## src/rtl/clk_div_gen.sv

```systemverilog
// clk_div_gen
//   Derives divided clocks (ratios 1:1 .. 1:8) and matching single-cycle clock
//   enables from forever_cpuclk for the downstream clock aligner/switch stage.
//   All dividers start together after a programmable startup delay and can be
//   re-phase-aligned with div_sync, so every ratio shares a common rising edge.
//
// Ports
//   forever_cpuclk  in   free-running CPU clock (only clock)
//   clkrst_b        in   asynchronous active-low reset
//   div_sync        in   synchronous restart pulse, phase-aligns all dividers
//   clk_div_1       out  forever_cpuclk pass-through (ungated)
//   clk_div_2..8    out  divided clocks, ratio N
//   clk_en_1..8     out  enable for the CPU cycle ending on a clk_div_N rise
//   div_running     out  high once the startup delay has elapsed (sticky)
//
// Parameters
//   RST_RELEASE_DLY  edges after reset release before dividers start (0..15)
//
// Optional build macro
//   CLK_DIV_ODD_50DUTY_EN  adds a negedge flop per odd ratio (3, 5, 7) so those
//                          clocks get exactly 50% duty; even ratios unchanged.
module clk_div_gen #(
  parameter int RST_RELEASE_DLY = 2
) (
  input  logic forever_cpuclk,
  input  logic clkrst_b,
  input  logic div_sync,
  output logic clk_div_1,
  output logic clk_div_2,
  output logic clk_div_3,
  output logic clk_div_4,
  output logic clk_div_5,
  output logic clk_div_6,
  output logic clk_div_7,
  output logic clk_div_8,
  output logic clk_en_1,
  output logic clk_en_2,
  output logic clk_en_3,
  output logic clk_en_4,
  output logic clk_en_5,
  output logic clk_en_6,
  output logic clk_en_7,
  output logic clk_en_8,
  output logic div_running
);

  localparam logic [3:0] DLY = 4'(RST_RELEASE_DLY);

  logic [3:0] start_cnt;
  logic       run_q;
  logic       run_next;
  logic       sync_hit;
  logic       en1_q;

  // run_q rises on the (DLY+1)-th edge after release and then stays set.
  assign run_next = run_q | (start_cnt == DLY);
  // div_sync only counts once the dividers are running.
  assign sync_hit = run_q & div_sync;

  // Startup delay
  always_ff @(posedge forever_cpuclk or negedge clkrst_b) begin
    if (!clkrst_b) begin
      start_cnt <= 4'd0;
      run_q     <= 1'b0;
      en1_q     <= 1'b0;
    end else begin
      run_q <= run_next;
      en1_q <= run_next;
      if (!run_next) start_cnt <= start_cnt + 4'd1;
    end
  end

  // Per-ratio dividers
  for (genvar n = 2; n <= 8; n++) begin : g_div
    localparam logic [2:0] LAST = 3'(n - 1);
    localparam logic [2:0] HALF = 3'(n / 2);

    logic [2:0] cnt_q;
    logic [2:0] cnt_nxt;
    logic       div_q;
    logic       en_q;
    logic       div_out;

    // Sync parks every counter on its last phase, so all wrap to 0 together.
    always_comb begin
      cnt_nxt = cnt_q;
      if (sync_hit)   cnt_nxt = LAST;
      else if (run_q) cnt_nxt = (cnt_q == LAST) ? 3'd0 : cnt_q + 3'd1;
    end

    always_ff @(posedge forever_cpuclk or negedge clkrst_b) begin
      if (!clkrst_b) begin
        cnt_q <= LAST;
        div_q <= 1'b0;
        en_q  <= 1'b0;
      end else begin
        cnt_q <= cnt_nxt;
        div_q <= run_q & (cnt_nxt < HALF);
        en_q  <= run_next & (cnt_nxt == LAST);
      end
    end

`ifdef CLK_DIV_ODD_50DUTY_EN
    if (n % 2 == 1) begin : g_odd
      logic div_nq;

      // Half-cycle delayed copy stretches the high phase to exactly N/2.
      always_ff @(negedge forever_cpuclk or negedge clkrst_b) begin
        if (!clkrst_b) div_nq <= 1'b0;
        else           div_nq <= div_q;
      end

      assign div_out = div_q | div_nq;
    end else begin : g_even
      assign div_out = div_q;
    end
`else
    assign div_out = div_q;
`endif
  end

  assign clk_div_1   = forever_cpuclk;
  assign clk_div_2   = g_div[2].div_out;
  assign clk_div_3   = g_div[3].div_out;
  assign clk_div_4   = g_div[4].div_out;
  assign clk_div_5   = g_div[5].div_out;
  assign clk_div_6   = g_div[6].div_out;
  assign clk_div_7   = g_div[7].div_out;
  assign clk_div_8   = g_div[8].div_out;

  assign clk_en_1    = en1_q;
  assign clk_en_2    = g_div[2].en_q;
  assign clk_en_3    = g_div[3].en_q;
  assign clk_en_4    = g_div[4].en_q;
  assign clk_en_5    = g_div[5].en_q;
  assign clk_en_6    = g_div[6].en_q;
  assign clk_en_7    = g_div[7].en_q;
  assign clk_en_8    = g_div[8].en_q;

  assign div_running = run_q;

endmodule

```

## config.mk

```make
export PLATFORM = sky130hd
export DESIGN_NAME = clk_div_gen
export DESIGN_NICKNAME = d
export VERILOG_FILES = /design/src/rtl/clk_div_gen.sv
export SDC_FILE = /design/constraint.sdc
export NUM_CORES = 1
export LEC_CHECK = 0
export CAP_MARGIN = 20
export CORE_ASPECT_RATIO = 1.5
export CORE_MARGIN = 2
export CORE_UTILIZATION = 50
export DETAILED_ROUTE_END_ITERATION = 8
export HOLD_SLACK_MARGIN = 0.15
export PLACE_DENSITY = 0.75
export SLEW_MARGIN = 20
export SYNTH_ARGS = -nofsm -noshare
export SYNTH_HDL_FRONTEND = slang
export SYNTH_SLANG_ARGS = --single-unit
```

## constraint.sdc

```tcl
create_clock -name forever_cpuclk -period 1.4 [get_ports forever_cpuclk]
set_input_delay 0.35 -clock forever_cpuclk [delete_from_list [all_inputs] [get_ports forever_cpuclk]]
set_output_delay 0.35 -clock forever_cpuclk [all_outputs]
set_load 0.05 [all_outputs]
```

==> results.txt, run 1 <==
Synth area leaders - dfrtp_1 (38%), dfstp_2 (17%), ha_1 (4.8%)
Iteration-0 DRC Markers - 48
Clock Latency Late Sink - 0.40 ns
GPL Wtd Cong - 0.776
max-slew violations - 0
Antenna Cells - 0
Core Box Area - 0.00361 mm^2
hold slack - 0.442 ns
WL/cell - 16.9 um
asr flop ratio synth - 100%
part of the Yosys area used for sequential elements - 55.2%
post-synthesis cell count - 165
Worst Path Required - 1.05 ns
worst-path fanout max - 3
Reg clk slew, reported paths - 0.07 ns
Critical Path Source Type - flop
Initial Util - 50.9%
part of the power in registers - 39.2%
crit path launch - clk_en_1
combinational cell fraction of total power - 29.4%
Switching Share - 33.1%
Top-Level Pins - 20
Pwr Total - 3.81 mW
Die ar. - 0.00419 mm^2
global-route usage over all layers - 26.2%
endpoints failing setup - 6
final hold vios - 0
Top FF cell, synth - dfrtp_1
Row Count - 27
number of library cell types mapped by synthesis - 43
warnings from Yosys - 0
Crit path largest cell delay - 0.50 ns
VDD IR max - 0.00190 V
IO buf count - 19
met3 Track Usage GR - 7.03%
status - finished with violations
pre-CTS setup slack - -0.345 ns
worst r2r path cells - 7
M2 GR Usage - 42.3%
GR peak layer - met2
Routed WL - 4470 um
Slew @ Worst Pin - 0.362 ns
Final Non-Filler Cells - 264
TNS Setup - -0.381 ns
TritonRoute pass-1 iters - 4
Commonest cells post-synth - dfrtp_1 (28), nor2_1 (18), a21oi_1 (14), dfstp_2 (12), inv_1 (11)
CP cell instances - buf_6, buf_12
Power Density - 1390 mW/mm^2
number of routed nets with antenna violations - 0
Vias - 1476
EDFF count, synth - 0
Post-Syn Area - 0.00184 mm^2
DRC viols - 0
max_cap viols - 0
worst hold path class - input pin to async pin
cell count after placement - 242
Avg Inst Size Synth - 11.2 um^2
RR Startpoint - clk_en_1
RSZ-0062 raised after global routing - yes
Yosys top cell by area - dfrtp_1
fmax - 649 MHz
Yosys reg bits - 40
remaining global-route overflow - 0
Post-DP HPWL - 2730 um
vias in the first global route - 1657
Die Y - 78.3 um
largest net degree at the start of global routing - 41
min cycle time layout - 1.54 ns
Tcrit/Tclk final - 110%
final net count - 230
Via density - 5.59
failing checks - negative setup slack
Clock Power Share - 31.5%
top-count cell post-synth - dfrtp_1
share of cells above drive strength 1 - 48.0%
CP endpoint kind - output port
Worst Skew - 0.00429 ns
Mapped Nets - 175
Lkg Pwr - 1.23 nW
area share of the largest cell type after synthesis - 38.1%
critical path class - flop to output port
CTS tree - built
PnR worst setup slack - -0.140 ns
NetSw - 1.26 mW
slowest stage cell, crit path - dfrtp_4
initial antenna violation count - 0
Die Wd - 53.5 um
relative slew slack - 75.5%
first-pass GRT wire length - 7550 um
P&R area growth vs syn - 48.8%
GR Util met1 - 27.2%
Critical Path AT - 1.19 ns
Internal - 2.55 mW
power groups by stage:
stage | sequential (mW) | combinational (mW) | clock, mW
2_1_floorplan | 1.68 | 0.281 | 0.154
3_3_place_gp | 1.47 | 0.970 | 0.165
3_5_place_dp | 1.49 | 1.00 | 0.165
4_1_cts | 1.48 | 1.07 | 1.31
5_1_grt | 1.51 | 1.19 | 1.30
6_report | 1.49 | 1.12 | 1.20
cell usage in the layout, fill, tap and decap left out, drive strengths merged, types with 3 or more instances in the layout:
cell type and instances:
a21oi 15, and3 3, buf 51, clkbuf 11, dfrtp 28, dfstp 12
ha 7, inv 12, nand2 10, nand2b 4, nor2 18, nor3 3
o21ai 15, xnor2 4
kinds of logic (layout without fill, tap and decap cells):
kind of cell / Yosys count / after routing / synth area share [%]
simple gates: 52 / 52 / 16.5
compound gates: 39 / 39 / 13.4
buf+inv: 20 / 76 / 6.32
xor+xnor: 5 / 5 / 2.38
mux: 2 / 2 / 1.43
fa+ha+maj: 7 / 7 / 4.76
flops: 40 / 40 / 55.2
through the flow:
| step | cell area (um^2) | utilization, % |
|---|---|---|
| after floorplan | 1850 | - |
| after global placement | 2370 | 65.6 |
| after detailed placement | 2370 | 65.6 |
| after CTS | 2700 | 74.8 |
| after global routing | 2740 | 75.8 |
| final | 2740 | 75.8 |
cell type report:
cell class              instances  area (um^2)
flip-flops and latches         40         1020
fillers                       227          876
multi-input cells             105          828
repair buffers                 53          644
clock buffers                  11          143
well taps                      43         53.8
inverters                      12         50.0
sequential cells by signal, indices dropped and copies added (netlist names):
signal	flops
clk_div_3	1
clk_en_1	1
clk_div_4	1
clk_en_8	1
clk_div_6	1
start_cnt	4
clk_en_6	1
clk_en_7	1
clk_en_5	1
g_div.cnt_q	21
clk_en_3	1
clk_en_2	1
clk_div_7	1
clk_div_2	1
clk_div_5	1
clk_en_4	1
clk_div_8	1
worst paths after layout:
kind                            slack, ns                end
min in group forever_cpuclk          0.48       start_cnt[3]
max in group asynchronous            0.70  g_div[7].cnt_q[1]
worst min-delay path                 0.44       start_cnt[0]
worst max register to register      -0.06           clk_en_2
worst min register to register       0.48       start_cnt[3]
worst max-delay path                -0.14           clk_en_1
routing by layer:
layer  part of all wire (%)  wire (um)
met5                      0          0
met4                    5.0        225
met3                    4.6        205
met2                     54       2420
met1                     36       1620
what timing repair did:
| action | 4_1_cts | 5_1_grt |
|---|---|---|
| setup buffers | 9 | 3 |
| setup endpoints to repair | 10 | 21 |
| pin swaps | 11 | 7 |
| hold buffers | 1 | 0 |
| endpoints found under the hold margin | 40 | 0 |
| resized for setup | 35 | 13 |
worst max-delay path: cells and delay by family, from the launching register on:
kind | cells | cell delay [ns]
buffers and inverters | 2 | 0.28
flip-flops | 1 | 0.50
No activity file was read; power rests on OpenSTA's default activity.
==> inputs of run 2 (changes only) <==
--- a/config.mk
+++ b/config.mk
@@ -8,10 +8,11 @@
 export CAP_MARGIN = 20
 export CORE_ASPECT_RATIO = 1.5
 export CORE_MARGIN = 2
-export CORE_UTILIZATION = 50
+export CORE_UTILIZATION = 55
+export CTS_BUF_LIST = sky130_fd_sc_hd__clkbuf_16
 export DETAILED_ROUTE_END_ITERATION = 8
 export HOLD_SLACK_MARGIN = 0.15
-export PLACE_DENSITY = 0.75
+export PLACE_DENSITY = 0.78
 export SLEW_MARGIN = 20
 export SYNTH_ARGS = -nofsm -noshare
 export SYNTH_HDL_FRONTEND = slang
==> constraint.sdc (replaced) <==
create_clock -name forever_cpuclk -period 1.6 [get_ports forever_cpuclk]
set_input_delay 0.4 -clock forever_cpuclk [delete_from_list [all_inputs] [get_ports forever_cpuclk]]
set_output_delay 0.4 -clock forever_cpuclk [all_outputs]
set_load 0.05 [all_outputs]
==> run 2 against run 1 <==
The flow now finishes without violations; wire length down 3.7%; utilization rose by 3.4 points; worst hold slack got worse by 0.035 ns; critical endpoint is now clk_div_1.
==> results.txt, run 2 (synthesized netlist as in run 1, its figures left out) <==
Reg clk slew, reported paths - 0.06 ns
IO buf count - 19
Power Density - 1450 mW/mm^2
Row Count - 25
max reg flops - 21
top flop regs - g_div.cnt_q (21), start_cnt (4)
critical path class - clock port to output port
share of cells above drive strength 1 - 33.5%
cell count after placement - 228
Critical Path Source Type - clock port
Post-DP HPWL - 2860 um
largest net degree at the start of global routing - 31
max_cap viols - 0
VDD IR max - 0.00130 V
number of routed nets with antenna violations - 0
Die ar. - 0.00383 mm^2
first-pass GRT wire length - 7220 um
final hold vios - 0
Die Y - 74.9 um
Biggest register - g_div.cnt_q
remaining global-route overflow - 0
final net count - 209
WL/cell - 17.9 um
Core Box Area - 0.00319 mm^2
RSZ-0062 raised after global routing - no
worst-path fanout max - 2
Setup Buffers After CTS - 0
Switching Share - 30.9%
PnR worst setup slack - 0.00776 ns
Iteration-0 DRC Markers - 54
Clock Latency Late Sink - 0.39 ns
Routed WL - 4300 um
Top-Level Pins - 20
most frequent cells in the layout - dfrtp_1 (28), buf_12 (19), nor2_1 (18)
Worst Skew - 0.00361 ns
NetSw - 1.13 mW
endpoints failing setup - 0
TritonRoute pass-1 iters - 4
P&R area growth vs syn - 37.3%
Die Wd - 51.2 um
global-route usage over all layers - 27.4%
Antenna Cells - 0
status - complete, no violations
DRC viols - 0
CTS tree - built
relative slew slack - 77.3%
most common cell after layout, fill and taps aside - dfrtp_1
initial antenna violation count - 0
Critical Path AT - 1.19 ns
pre-CTS setup slack - -0.272 ns
Worst Path Required - 1.20 ns
Slew @ Worst Pin - 0.336 ns
Clock Power Share - 40.2%
vias in the first global route - 1501
Final Non-Filler Cells - 240
part of the power in registers - 35.3%
Initial Util - 57.7%
CP endpoint kind - output port
Via density - 5.73
Lkg Pwr - 1.15 nW
worst hold path class - input pin to async pin
max-slew violations - 0
Vias - 1376
Internal - 2.53 mW
combinational cell fraction of total power - 24.5%
GPL Wtd Cong - 0.806
## run 2: cell types whose count changed in the layout (fill, tap and decap cells not counted), sizes merged
cell	before	now
clkinv	0	3
buf	51	30
clkbuf	11	8
## run 2: area by class of cell
type	instances	area, um^2
clock inverter	3	13.8
multi-input combinational	105	714
inverter	12	47.5
tap	40	50.0
clock buffer	9	211
timing repair buffer	31	473
fill	191	664
sequential	40	1020
## run 2: path summary, 6_finish.rpt
kind / from / slack, ns / cells after the start / to
min in group forever_cpuclk: start_cnt[3] / 0.51 / 1 / start_cnt[3]
max reg2reg: g_div[8].cnt_q[0] / 0.08 / 5 / clk_en_8
max: forever_cpuclk / 0.008 / 3 / clk_div_1
min reg2reg: start_cnt[3] / 0.51 / 1 / start_cnt[3]
min: clkrst_b / 0.41 / 2 / g_div[3].cnt_q[0]
max in group asynchronous: clkrst_b / 0.67 / 3 / g_div[2].cnt_q[0]
## run 2: power groups by stage
stage	Sequential, mW	Clock [mW]	Combinational [mW]
finish	1.29	1.47	0.894
global route	1.31	1.53	0.950
CTS	1.29	1.48	0.888
detailed placement	1.30	0.144	0.866
global placement	1.29	0.144	0.829
floorplan	1.47	0.135	0.246
## run 2: per-layer routing
metal	part of all wire (%)	global-route usage (%)	wire length [um]
met5	0	0	0
met4	2.6	17.0	113
met3	4.8	7.54	206
met2	58	50.1	2500
met1	34	27.2	1480
## run 2: worst max-delay path: stages
cell       delay (ns)
clkbuf_16        0.12
clkbuf_16        0.13
buf_6            0.14
## run 2: per-stage QoR
stage / instance area (um^2) / setup TNS [ns] / hold WS, ns / utilization [%] / power [mW]
floorplan: 1840 / 0 / 0.104 / - / 1.86
global placement: 2290 / -0.868 / 0.281 / 71.9 / 2.26
detailed placement: 2290 / -1.30 / 0.296 / 71.9 / 2.31
CTS: 2520 / 0 / 0.414 / 79.0 / 3.66
global route: 2530 / 0 / 0.443 / 79.2 / 3.79
finish: 2530 / 0 / 0.407 / 79.2 / 3.65
## run 2: repair_timing
action,CTS,global route
gates resized for setup,7,2
hold buffers,1,0
hold endpoints to repair,13,0
endpoints found under the setup margin,1,1
pin swaps,0,0
==> inputs of run 3 (changes only) <==
--- a/config.mk
+++ b/config.mk
@@ -5,7 +5,6 @@
 export SDC_FILE = /design/constraint.sdc
 export NUM_CORES = 1
 export LEC_CHECK = 0
-export CAP_MARGIN = 20
 export CORE_ASPECT_RATIO = 1.5
 export CORE_MARGIN = 2
 export CORE_UTILIZATION = 55
==> results of run 3 <==
Final layout, timing and power as in run 2 (identical DEF).
